### src/rtl/control_sequencer.sv
// Multi-cycle control sequencer: fetches an instruction, decodes ir[31:27] and steps the
// datapath through T-states, raising register-select, bus-driver and memory strobes.
module control_sequencer #(
   parameter int unsigned REG_SIZE = 32
) (
   input  logic                clk,
   input  logic                reset,
   input  logic [REG_SIZE-1:0] ir,
   input  logic                mem_done,
   input  logic                stop,
   output logic                gra,
   output logic                grb,
   output logic                grc,
   output logic                r_in,
   output logic                r_out,
   output logic                ba_out,
   output logic                c_out,
   output logic                pc_out,
   output logic                pc_inc,
   output logic                mar_in,
   output logic                mdr_in,
   output logic                mdr_out,
   output logic                ir_in,
   output logic                y_in,
   output logic                z_in,
   output logic                zlo_out,
   output logic                read,
   output logic                write,
   output logic [3:0]          alu_op,
   output logic                run
);

   typedef enum logic [3:0] {
      StRst, StT0, StT1, StT2, StT3, StT4, StT5, StT6, StT7, StHalt
   } state_e;

   localparam logic [3:0] AluAdd = 4'b0000;
   localparam logic [3:0] AluSub = 4'b0001;
   localparam logic [3:0] AluAnd = 4'b0010;
   localparam logic [3:0] AluOr  = 4'b0011;

   state_e state_q, state_d;

   logic [4:0] opcode;
   logic       is_ld, is_ldi, is_st, is_alu, is_imm, is_halt, is_mem, is_nop;
   logic [3:0] alu_sel;

   // Only the opcode field is decoded; the operand fields belong to the datapath.
   logic unused_ir;
   assign unused_ir = ^ir;

   assign opcode = ir[31:27];

   always_comb begin
      is_ld   = (opcode == 5'b00000);
      is_ldi  = (opcode == 5'b00001);
      is_st   = (opcode == 5'b00010);
      is_alu  = (opcode == 5'b00011) || (opcode == 5'b00100) ||
                (opcode == 5'b00101) || (opcode == 5'b00110);
      is_imm  = (opcode == 5'b01100) || (opcode == 5'b01101) || (opcode == 5'b01110);
      is_halt = (opcode == 5'b11011);
      is_mem  = is_ld || is_st;
      // Explicit nop and every unlisted opcode share the same empty execute phase.
      is_nop  = !(is_ld || is_ldi || is_st || is_alu || is_imm || is_halt);
      alu_sel = AluAdd;
      case (opcode)
         5'b00100: alu_sel = AluSub;
         5'b00101: alu_sel = AluAnd;
         5'b00110: alu_sel = AluOr;
         5'b01101: alu_sel = AluAnd;
         5'b01110: alu_sel = AluOr;
         default:  alu_sel = AluAdd;
      endcase
   end

   always_comb begin
      state_d = state_q;
      case (state_q)
         StRst:  state_d = StT0;
         StT0:   state_d = stop ? StHalt : StT1;
         StT1:   state_d = mem_done ? StT2 : StT1;
         StT2:   state_d = StT3;
         StT3: begin
            if (is_halt)     state_d = StHalt;
            else if (is_nop) state_d = StT0;
            else             state_d = StT4;
         end
         StT4:   state_d = StT5;
         StT5:   state_d = is_mem ? StT6 : StT0;
         StT6: begin
            if (is_st)         state_d = StT7;
            else if (mem_done) state_d = StT7;
            else               state_d = StT6;
         end
         StT7: begin
            if (is_ld)         state_d = StT0;
            else if (mem_done) state_d = StT0;
            else               state_d = StT7;
         end
         StHalt: state_d = StHalt;
         default: state_d = StRst;
      endcase
   end

   always_ff @(posedge clk) begin
      if (reset) state_q <= StRst;
      else       state_q <= state_d;
   end

   always_comb begin
      gra = 1'b0;     grb = 1'b0;     grc = 1'b0;
      r_in = 1'b0;    r_out = 1'b0;   ba_out = 1'b0;  c_out = 1'b0;
      pc_out = 1'b0;  pc_inc = 1'b0;  mar_in = 1'b0;
      mdr_in = 1'b0;  mdr_out = 1'b0; ir_in = 1'b0;
      y_in = 1'b0;    z_in = 1'b0;    zlo_out = 1'b0;
      read = 1'b0;    write = 1'b0;   alu_op = AluAdd;
      run = (state_q != StRst) && (state_q != StHalt);
      case (state_q)
         StT0: begin
            // A halt request suppresses the fetch so the PC is left untouched.
            if (!stop) begin
               pc_out = 1'b1;
               mar_in = 1'b1;
               pc_inc = 1'b1;
            end
         end
         StT1: begin
            read   = 1'b1;
            mdr_in = 1'b1;
         end
         StT2: begin
            mdr_out = 1'b1;
            ir_in   = 1'b1;
         end
         StT3: begin
            if (is_alu || is_imm) begin
               grb = 1'b1; r_out = 1'b1; y_in = 1'b1;
            end else if (is_ldi || is_mem) begin
               grb = 1'b1; ba_out = 1'b1; y_in = 1'b1;
            end
         end
         StT4: begin
            if (is_alu) begin
               grc = 1'b1; r_out = 1'b1; z_in = 1'b1; alu_op = alu_sel;
            end else if (is_imm || is_ldi || is_mem) begin
               c_out = 1'b1; z_in = 1'b1; alu_op = alu_sel;
            end
         end
         StT5: begin
            zlo_out = 1'b1;
            if (is_mem) begin
               mar_in = 1'b1;
            end else begin
               gra = 1'b1; r_in = 1'b1;
            end
         end
         StT6: begin
            mdr_in = 1'b1;
            if (is_st) begin
               gra = 1'b1; r_out = 1'b1;
            end else begin
               read = 1'b1;
            end
         end
         StT7: begin
            if (is_st) begin
               write = 1'b1;
            end else begin
               mdr_out = 1'b1; gra = 1'b1; r_in = 1'b1;
            end
         end
         default: ;
      endcase
   end

endmodule

### config.mk
export PLATFORM = sky130hd
export DESIGN_NAME = control_sequencer
export DESIGN_NICKNAME = d
export VERILOG_FILES = /design/src/rtl/control_sequencer.sv
export SDC_FILE = /design/constraint.sdc
export NUM_CORES = 1
export LEC_CHECK = 0
export BUFFER_PORTS_ARGS = -buffer_cell sky130_fd_sc_hd__buf_2
export CORE_UTILIZATION = 33
export DETAILED_ROUTE_END_ITERATION = 12
export GPL_ROUTABILITY_DRIVEN = 1
export PLACE_DENSITY = 0.73
export SYNTH_ARGS = -nofsm -noshare
export SYNTH_HDL_FRONTEND = slang
export SYNTH_SLANG_ARGS = --single-unit
### constraint.sdc
create_clock -name clk -period 1.6 [get_ports clk]
set_clock_uncertainty 0.1 [all_clocks]
set_input_delay 0.32 -clock clk [delete_from_list [all_inputs] [get_ports clk]]
set_output_delay 0.32 -clock clk [all_outputs]
set_load 0.01 [all_outputs]
; ---- Yosys cells after proc, flatten, opt, wreduce, memory -nomap -nowiden
; Index checks and enable logic that the tools add are counted.
; W data, S select, Z words.
[totals]
reg_bits = 4
in_bits = 36
output_inout_bits = 23
word_cells = 86
[classes]
eq_ne = 20
n_mux = 43
reduce_logical = 22
[op_table]
columns = cell, n
row1 = $pmux W4 S10, 1
row2 = $mux W4, 9
row3 = $mux W1, 24
row4 = $eq A4 B3 Y1 const B, 4
row5 = $eq A5 B3 Y1 const B, 3
row6 = $eq A5 B4 Y1 const B, 3
row7 = $logic_or A1 B1 Y1, 15
row8 = $eq A5 B2 Y1 const B, 2
row9 = $eq A4 B2 Y1 const B, 2
row10 = $eq A4 B4 Y1 const B, 2
row11 = $pmux W1 S2, 4
row12 = $mux W3, 2
row13 = $pmux W1 S3, 2
row14 = $pmux W2 S3, 1
row15 = $reduce_or A2 Y1, 3
row16 = $eq A5 B1 Y1 const B, 1
row17 = $eq A5 B5 Y1 const B, 1
row18 = $logic_not A5 Y1, 1
row19 = $eq A4 B1 Y1 const B, 1
row20 = $logic_not A4 Y1, 1
row21 = $ne A4 B4 Y1 const B, 1
row22 = $reduce_bool A4 Y1, 1
row23 = $logic_and A1 B1 Y1, 1

; ---- Depth between registers and ports, before layout
; Gate-level depths: netlist of the first run.
[logic_depth]
ltp_word = 10
depth_mapped = 6
mapped_depth_nobuf = 4

; ---- Least setup slack after synthesis of the first run
; Ideal clock, no wire load.
[synth_timing]
kind = input to output
from = in ir[30]
to = out gra
arrival_time_ps = 1340
required_time_ps = 1180
path_slack_ps = -160
stages = 5
cell_sequence = clkbuf_1 > nor4_2 > and2_1 > a21oi_1 > o32ai_1
[synth_between]
elab_chain_cells = 4
[synth_rtl]
columns = item, line_no
row1 = "start, declared", 8  ; input logic [REG_SIZE-1:0] ir,
row2 = $eq A5 B2 Y1 or $logic_not A5 Y1 (tied branches), "57, 55"
row3 = $logic_or A1 B1 Y1, 62  ; is_mem = is_ld || is_st;
row4 = $mux W1, 151  ; if (is_mem) begin
row5 = $pmux W1 S3 *, 118  ; case (state_q)
row6 = "end, declared", 11  ; output logic gra,
; Mark *: on every way between the ends. The rest lies on a longest branch, timed or not.

; ---- Worst setup path after layout of the first run
[layout_timing]
from = reg state_q[2]
to = out alu_op[0]
[layout_between]
elab_chain_cells = 2
[layout_rtl]
columns = item, line_no
row1 = "start, declared", 42  ; state_e state_q, state_d;
row2 = "start signal, assigned", 106  ; if (reset) state_q <= StRst;
row3 = "start signal, assigned", 107  ; else state_q <= state_d;
row4 = $eq A4 B3 Y1, 118
row5 = $mux W4, 118
row6 = "end, declared", 29  ; output logic [3:0] alu_op,
; No other way between the ends.

==> flow_metrics.py, run 1 <==
metrics = {
    "status": {
        "run_status": "finished with violations",
        "violations": "negative setup slack",
    },
    "power": {
        "power_w": 0.000685,
        "leakage_nw": 0.586,
        "powerDensity_nw_per_um2": 518,
        "max-vdd-ir-drop_mv": 0.469,
    },
    "worst_setup_path": {
        "reg2reg_depth": 4,
        "path_cells": "nor2b_4 > buf_6 > nand4_1 > nor3_2 > buf_2",
        "ff2ff_setup_slack_ps": -40,
        "crit_family": "simple AND/OR/NAND/NOR gates",
        "crit_arrival_ps": 1430,
        "crit_path_start_kind": "flop",
        "crit_fanout": 6,
        "slowest_stage": "dfxtp_4",
        "cp.required_ps": 1180,
        "end_kind": "primary output",
        "r2r_end": "state_q[3]",
        "crit_buf_inv": 2,
        "crit_path_max_incr_delay_ps": 370,
        "critical_path_class": "flop to primary output",
        "r2r-start": "state_q[2]",
    },
    "detailed_routing": {
        "highest_layer": "met4",
        "drc": 0,
        "met2_length_um": 1370,
        "drt_pass1_iterations": 7,
        "drt-vias-per-instance": 5.49,
        "wl_met1_um": 1090,
        "dr_total_vias": 1011,
        "ant_nets": 0,
        "drt_iter0_drc": 32,
        "totalWireLength_um": 2640,
        "routedWlPerCell_um": 14.3,
        "met3_length_um": 149,
    },
    "clock_network": {
        "cts.hold.buffers_added": 0,
        "path_clk_slew_ps": 40,
        "cts_made_buffers": 3,
        "cts_sinks": 4,
        "clock_path_buffers": 2,
        "cts_tree": "yes",
        "root_buffer": "clkbuf_4",
        "insertion_delay_ps": 260,
        "cts_max_level": 1,
    },
    "sta": {
        "finalMaxSlewViolations": 0,
        "hold_violations": 0,
        "min_period_ps": 1850,
        "setup_viol": 21,
        "fin_crit_sh": 1.16,
        "setup_ws_ps": -253,
        "rsz0062_at_grt": "yes",
        "clock.fmax_ghz": 0.540,
    },
    "synth": {
        "synth_top_cell_area_share": 0.119,
        "yosys-top-cells-area": "dfxtp_1, nor2_1, a21oi_1",
        "synth-seq-cells": 4,
        "ys_async_sr_fraction": 0,
        "yosysWarnings": 0,
        "netlist_area_sq_um": 672,
        "netlist_instances": 104,
        "synth_cell_types": 38,
        "syn_avg_cell_area_sq_um": 6.46,
        "yosysSeqAreaShare": 0.119,
        "synthFlopType": "dfxtp_1",
        "synth_edf_count": 0,
        "synth_top_area_cell": "dfxtp_1",
    },
    "global_route": {
        "grt_pass1_wl_um": 3860,
        "grt.overflow.total": 0,
        "grt_pass1_vias": 886,
        "track_usage": 0.242,
        "grt_max_degree": 10,
        "antenna_found_initial": 0,
    },
    "final_layout": {
        "largestRegisters": "state_q x4",
        "multi_input_area_sq_um": 683,
        "layout.nets": 197,
        "regMostFlops": "state_q",
        "ff_latch_area_sq_um": 92.6,
        "largest_register_ffs": 4,
        "final_common_cell": "buf_4",
        "drive_gt1_frac": 0.642,
        "post-route-util": 0.726,
        "fill_cells": 134,
        "insertedDiodeCount": 0,
        "mostFrequentLayoutCells": "buf_4, buf_2, buf_6, nor2_1, nand2_1",
        "layout.cells.non_filler": 184,
        "area_delta_synth_final_pct": 96.6,
        "final_cell_area_sq_um": 1320,
    },
    "min_path": {
        "hold_path.class": "input pin to flop",
        "worstHoldStart": "reset",
        "worstHoldPathCells": 2,
        "min_to": "state_q[3]",
    },
    "floorplan": {
        "die_h_um": 47.1,
        "dieArea_sq_um": 2220,
        "start_util": 0.369,
        "coreArea_sq_um": 1820,
        "io_pins": 59,
        "rows": 15,
        "die_w_um": 47.1,
    },
    "placement": {
        "pre_cts_slack_ps": -223,
        "placed_cells": 170,
        "dpl_cell_area_sq_um": 980,
        "port_buffers": 29,
        "dpl.hpwl_um": 1720,
        "place.gp.congestion": 0.956,
    },
    "flow_run": {
        "cap_violations": 0,
    },
}
## final cells by class
cell class / count / area share
Tap cell: 25 / 0.0237
Inverter: 2 / 0.00568
Clock buffer: 3 / 0.0170
Sequential cell: 4 / 0.0701
Timing Repair Buffer: 64 / 0.366
Multi-Input combinational cell: 86 / 0.517
## power by group
group	internal [W]	switching, W
registers	0.000110	0.0000195
clock network	0.0000851	0.0000585
logic	0.000210	0.000201
## cell usage after synthesis (2+ instances only)
| master | count |
|---|---|
| and2_1 | 5 |
| nand2_1 | 7 |
| clkbuf_1 | 5 |
| nor2_1 | 13 |
| nor3_1 | 4 |
| nand4_1 | 2 |
| xnor2_1 | 2 |
| nor4_1 | 2 |
| a21oi_1 | 7 |
| nand2b_1 | 3 |
| a31oi_1 | 2 |
| a211oi_1 | 2 |
| dfxtp_1 | 4 |
| buf_4 | 4 |
| buf_2 | 3 |
| o32ai_1 | 2 |
| nor2b_1 | 5 |
| a22oi_1 | 2 |
| nand3_1 | 7 |
| inv_1 | 2 |
| o21ai_0 | 4 |
## worst max-delay path by stage
stage | slack (ps) | cells past startpoint | startpoint | endpoint
after detailed placement | -220 | 6 | ir[31] | gra
final | -250 | 5 | state_q[2] | alu_op[0]
after global placement | -190 | 6 | ir[31] | gra
after floorplan | -50 | 6 | state_q[3] | y_in
after CTS | -190 | 3 | state_q[1] | write
after global routing | -310 | 5 | state_q[2] | alu_op[0]
## per-layer routing
metal	GRT usage	vias up
met4	0.0400	0
met5	0	-
met1	0.311	473
met2	0.425	49
li1	-	485
met3	0.0462	4
## logic make-up after synthesis
logic type,count (synthesis),synth area share
DFF,4,0.119
AOI/OAI and AO/OA,25,0.257
buffers and inverters,15,0.123
other,1,0.00558
xor gates and xnor gates,2,0.0261
and+or+nand+nor,57,0.469
## per-stage QoR
step / hold WS (ps) / setup TNS [ps]
after floorplan: 341 / -109
after global placement: 458 / -1410
after detailed placement: 455 / -1880
after CTS: 197 / -2430
after global routing: 196 / -4100
final: 196 / -2960
## what timing repair did
item                       4_1_cts  5_1_grt
pin swaps                       14       19
setup endpoints to repair       23       23
cloned                           0        0
buffers inserted                 7        4
resized for setup               45       17
(Power assumes the default switching activity.)
==> inputs of run 2 (changes only) <==
==> constraint.sdc (replaced) <==
create_clock -name clk -period 1.6 [get_ports clk]
set_clock_uncertainty 0.1 [all_clocks]
set_input_delay 0.32 -clock clk [delete_from_list [all_inputs] [get_ports clk]]
set_output_delay 0.32 -clock clk [all_outputs]
set_load 0.1 [all_outputs]
==> flow_metrics.py, run 2 <==
metrics = {
    "synth": {
        "synth_common_cells": "nor2_1, a21oi_1, nand2_1, nand3_1",
        "ys_async_sr_fraction": 0,
        "yosysSeqAreaShare": 0.119,
        "synthFlopType": "dfxtp_1",
        "synth_cell_types": 38,
        "netlist_instances": 104,
        "synth_most_common_cell": "nor2_1",
        "yosys-top-cells-area": "dfxtp_1, nor2_1, a21oi_1",
        "synth_top_area_cell": "dfxtp_1",
        "synth_edf_count": 0,
        "synth-seq-cells": 4,
        "netlist_area_sq_um": 672,
        "synth_top_cell_area_share": 0.119,
        "syn_avg_cell_area_sq_um": 6.46,
        "yosysWarnings": 0,
    },
    "clock_network": {
        "cts_setup_buffers": 22,
        "cts_resized": 52,
        "cts_sinks": 4,
        "cts_made_buffers": 3,
        "cts.hold.buffers_added": 0,
        "clock_path_buffers": 2,
        "root_buffer": "clkbuf_4",
        "cts_max_level": 1,
    },
    "placement": {
        "port_buffers": 29,
        "place.gp.congestion": 0.876,
        "dpl.hpwl_um": 2430,
    },
    "status": {
        "run_status": "aborted with a tool error",
        "lastStage": "clock tree synthesis (4_1_cts)",
        "error_line": "[ERROR DPL-0038] Utilization greater than 100%, impossible to legalize",
    },
    "floorplan": {
        "start_util": 0.369,
        "die_w_um": 47.1,
        "die_h_um": 47.1,
        "io_pins": 59,
        "rows": 15,
    },
}
run 2: cell counts after synthesis:
Identical to the previous run, type by type.
run 2: kinds of logic after synthesis:
logic type,count (synthesis),share of synthesized area
simple gates,57,0.469
other cells,1,0.00558
compound gates,25,0.257
buf+inv,15,0.123
flops,4,0.119
xor+xnor,2,0.0261
run 2: through the flow:
stage	instance area, sq um	std cells	util	setup TNS (ps)	setup slack (ps)
after detailed placement	1600	184	0.878	-5760	-409
after global placement	1600	184	0.878	-4430	-342
after floorplan	996	105	-	-5880	-615
==> inputs of run 3 (changes only) <==
--- a/config.mk
+++ b/config.mk
@@ -6,10 +6,11 @@
 export NUM_CORES = 1
 export LEC_CHECK = 0
 export BUFFER_PORTS_ARGS = -buffer_cell sky130_fd_sc_hd__buf_2
-export CORE_UTILIZATION = 33
+export CORE_AREA = 2 2 63 65
 export DETAILED_ROUTE_END_ITERATION = 12
+export DIE_AREA = 0 0 65 67
 export GPL_ROUTABILITY_DRIVEN = 1
-export PLACE_DENSITY = 0.73
+export PLACE_DENSITY_LB_ADDON = 0.15
 export SYNTH_ARGS = -nofsm -noshare
 export SYNTH_HDL_FRONTEND = slang
 export SYNTH_SLANG_ARGS = --single-unit
==> constraint.sdc (replaced) <==
create_clock -name clk -period 2.1 [get_ports clk]
set_clock_uncertainty 0.1 [all_clocks]
set_input_delay 0.42 -clock clk [delete_from_list [all_inputs] [get_ports clk]]
set_output_delay 0.42 -clock clk [all_outputs]
set_load 0.1 [all_outputs]
==> flow_metrics.py, run 3 (synthesized netlist as in run 1, its figures left out) <==
metrics = {
    "final_layout": {
        "layout.nets": 189,
        "final_common_cell": "buf_4",
        "largest_register_ffs": 4,
        "largestRegisters": "state_q x4",
        "mostFrequentLayoutCells": "buf_4, buf_12, nor2_1, buf_6",
        "regMostFlops": "state_q",
        "drive_gt1_frac": 0.662,
        "area_delta_synth_final_pct": 148,
        "insertedDiodeCount": 0,
        "fill_cells": 360,
    },
    "status": {
        "run_status": "finished with violations",
        "violations": "negative setup slack",
    },
    "global_route": {
        "track_usage": 0.125,
        "grt.overflow.total": 0,
        "grt_pass1_vias": 914,
        "grt_max_degree": 24,
        "antenna_found_initial": 0,
        "grt_pass1_wl_um": 4300,
    },
    "worst_setup_path": {
        "reg2reg_depth": 5,
        "r2r_end": "state_q[3]",
        "cp.required_ps": 1580,
        "slowest_stage": "nor4_4",
        "path_cells": "buf_8 > nor4_4 > and2_4 > a21oi_4 > o32ai_4 > buf_12",
        "crit_family": "simple AND/OR/NAND/NOR gates",
        "ff2ff_setup_slack_ps": 300,
        "crit_path_max_incr_delay_ps": 390,
        "end_kind": "primary output",
        "crit_arrival_ps": 1580,
        "cp-startpoint": "ir[29]",
        "crit_fanout": 5,
        "r2r-start": "state_q[2]",
        "critical_path_class": "input pin to primary output",
        "crit_path_start_kind": "input pin",
        "crit_buf_inv": 2,
    },
    "clock_network": {
        "cts_sinks": 4,
        "cts.hold.buffers_added": 0,
        "clock_path_buffers": 2,
        "cts_max_level": 1,
        "insertion_delay_ps": 220,
        "cts_tree": "yes",
        "path_clk_slew_ps": 30,
        "cts_made_buffers": 3,
        "root_buffer": "clkbuf_8",
    },
    "sta": {
        "timing.hold.ws_ps": 326,
        "fin_crit_sh": 1.00,
        "setup_ws_ps": -2.30,
        "setup_viol": 1,
        "clock.fmax_ghz": 0.476,
        "finalMaxSlewViolations": 0,
        "hold_violations": 0,
        "tns_ps": -2.30,
        "min_period_ps": 2100,
        "rsz0062_at_grt": "yes",
    },
    "detailed_routing": {
        "drt_iter0_drc": 38,
        "drc": 0,
        "ant_nets": 0,
        "totalWireLength_um": 2650,
        "drt-vias-per-instance": 4.77,
        "routedWlPerCell_um": 13.3,
        "drt_pass1_iterations": 5,
        "dr_total_vias": 949,
    },
    "floorplan": {
        "start_util": 0.186,
        "die_h_um": 67,
        "die_w_um": 65,
        "coreArea_sq_um": 3610,
        "dieArea_sq_um": 4360,
        "io_pins": 59,
        "rows": 22,
    },
    "min_path": {
        "min_to": "state_q[3]",
        "worstHoldPathCells": 2,
        "worstHoldStart": "reset",
        "hold_path.class": "input pin to flop",
    },
    "power": {
        "powerDensity_nw_per_um2": 456,
        "max-vdd-ir-drop_mv": 0.271,
        "leakage_nw": 0.601,
    },
    "flow_run": {
        "cap_violations": 0,
    },
    "placement": {
        "dpl.hpwl_um": 2000,
        "place.gp.congestion": 0.778,
        "port_buffers": 29,
    },
}
run 3: cell type report:
class,instances,area [sq um],area share
tap,48,60.1,0.0360
multi-input combinational,86,781,0.468
sequential,4,92.6,0.0556
clock buffer,3,41.3,0.0248
timing repair buffer,56,681,0.408
inverter,2,11.3,0.00676
run 3: power breakdown:
group,internal [W],switching [W]
logic,0.000180,0.000299
clock network,0.000122,0.0000401
registers,0.0000851,0.0000335
total,0.000387,0.000372
run 3: worst reg2reg max path, cell delays in order (launching register included):
cell and delay, ps:
dfxtp_2 330, buf_6 130, or4b_4 550, buf_4 160, o22a_1 190, o32ai_2 240
run 3: worst max-delay path by stage:
stage	endpoint	cells past startpoint
after global routing	write	6
after global placement	r_in	5
after detailed placement	r_in	5
final	gra	6
after CTS	gra	6
after floorplan	ba_out	4
run 3: metal layers:
layer | up-vias | wire [um] | GRT usage
li1 | 463 | - | -
met1 | 456 | 1180 | 0.172
met2 | 30 | 1350 | 0.213
met3 | 0 | 112 | 0.00676
met4 | 0 | 0 | 0.0319
met5 | - | 0 | 0
run 3: timing repair:
item,in CTS,in global routing
endpoints found under the setup margin,13,13
gates cloned,0,0
setup buffers,5,3
endpoints found under the hold margin,0,0
pin swaps,9,10
resized for setup,17,13
run 3: through the flow:
stage                     cell area [sq um]  instances  power [W]  worst slack (ps)  utilization
after floorplan                         978        105   0.000447              -248            -
after global placement                 1460        188   0.000556              -119        0.406
after detailed placement               1460        188   0.000559              -125        0.406
after CTS                              1600        196   0.000747             -31.6        0.443
after global routing                   1670        199   0.000797             -64.3        0.462
final                                  1670        199   0.000760             -2.30        0.462
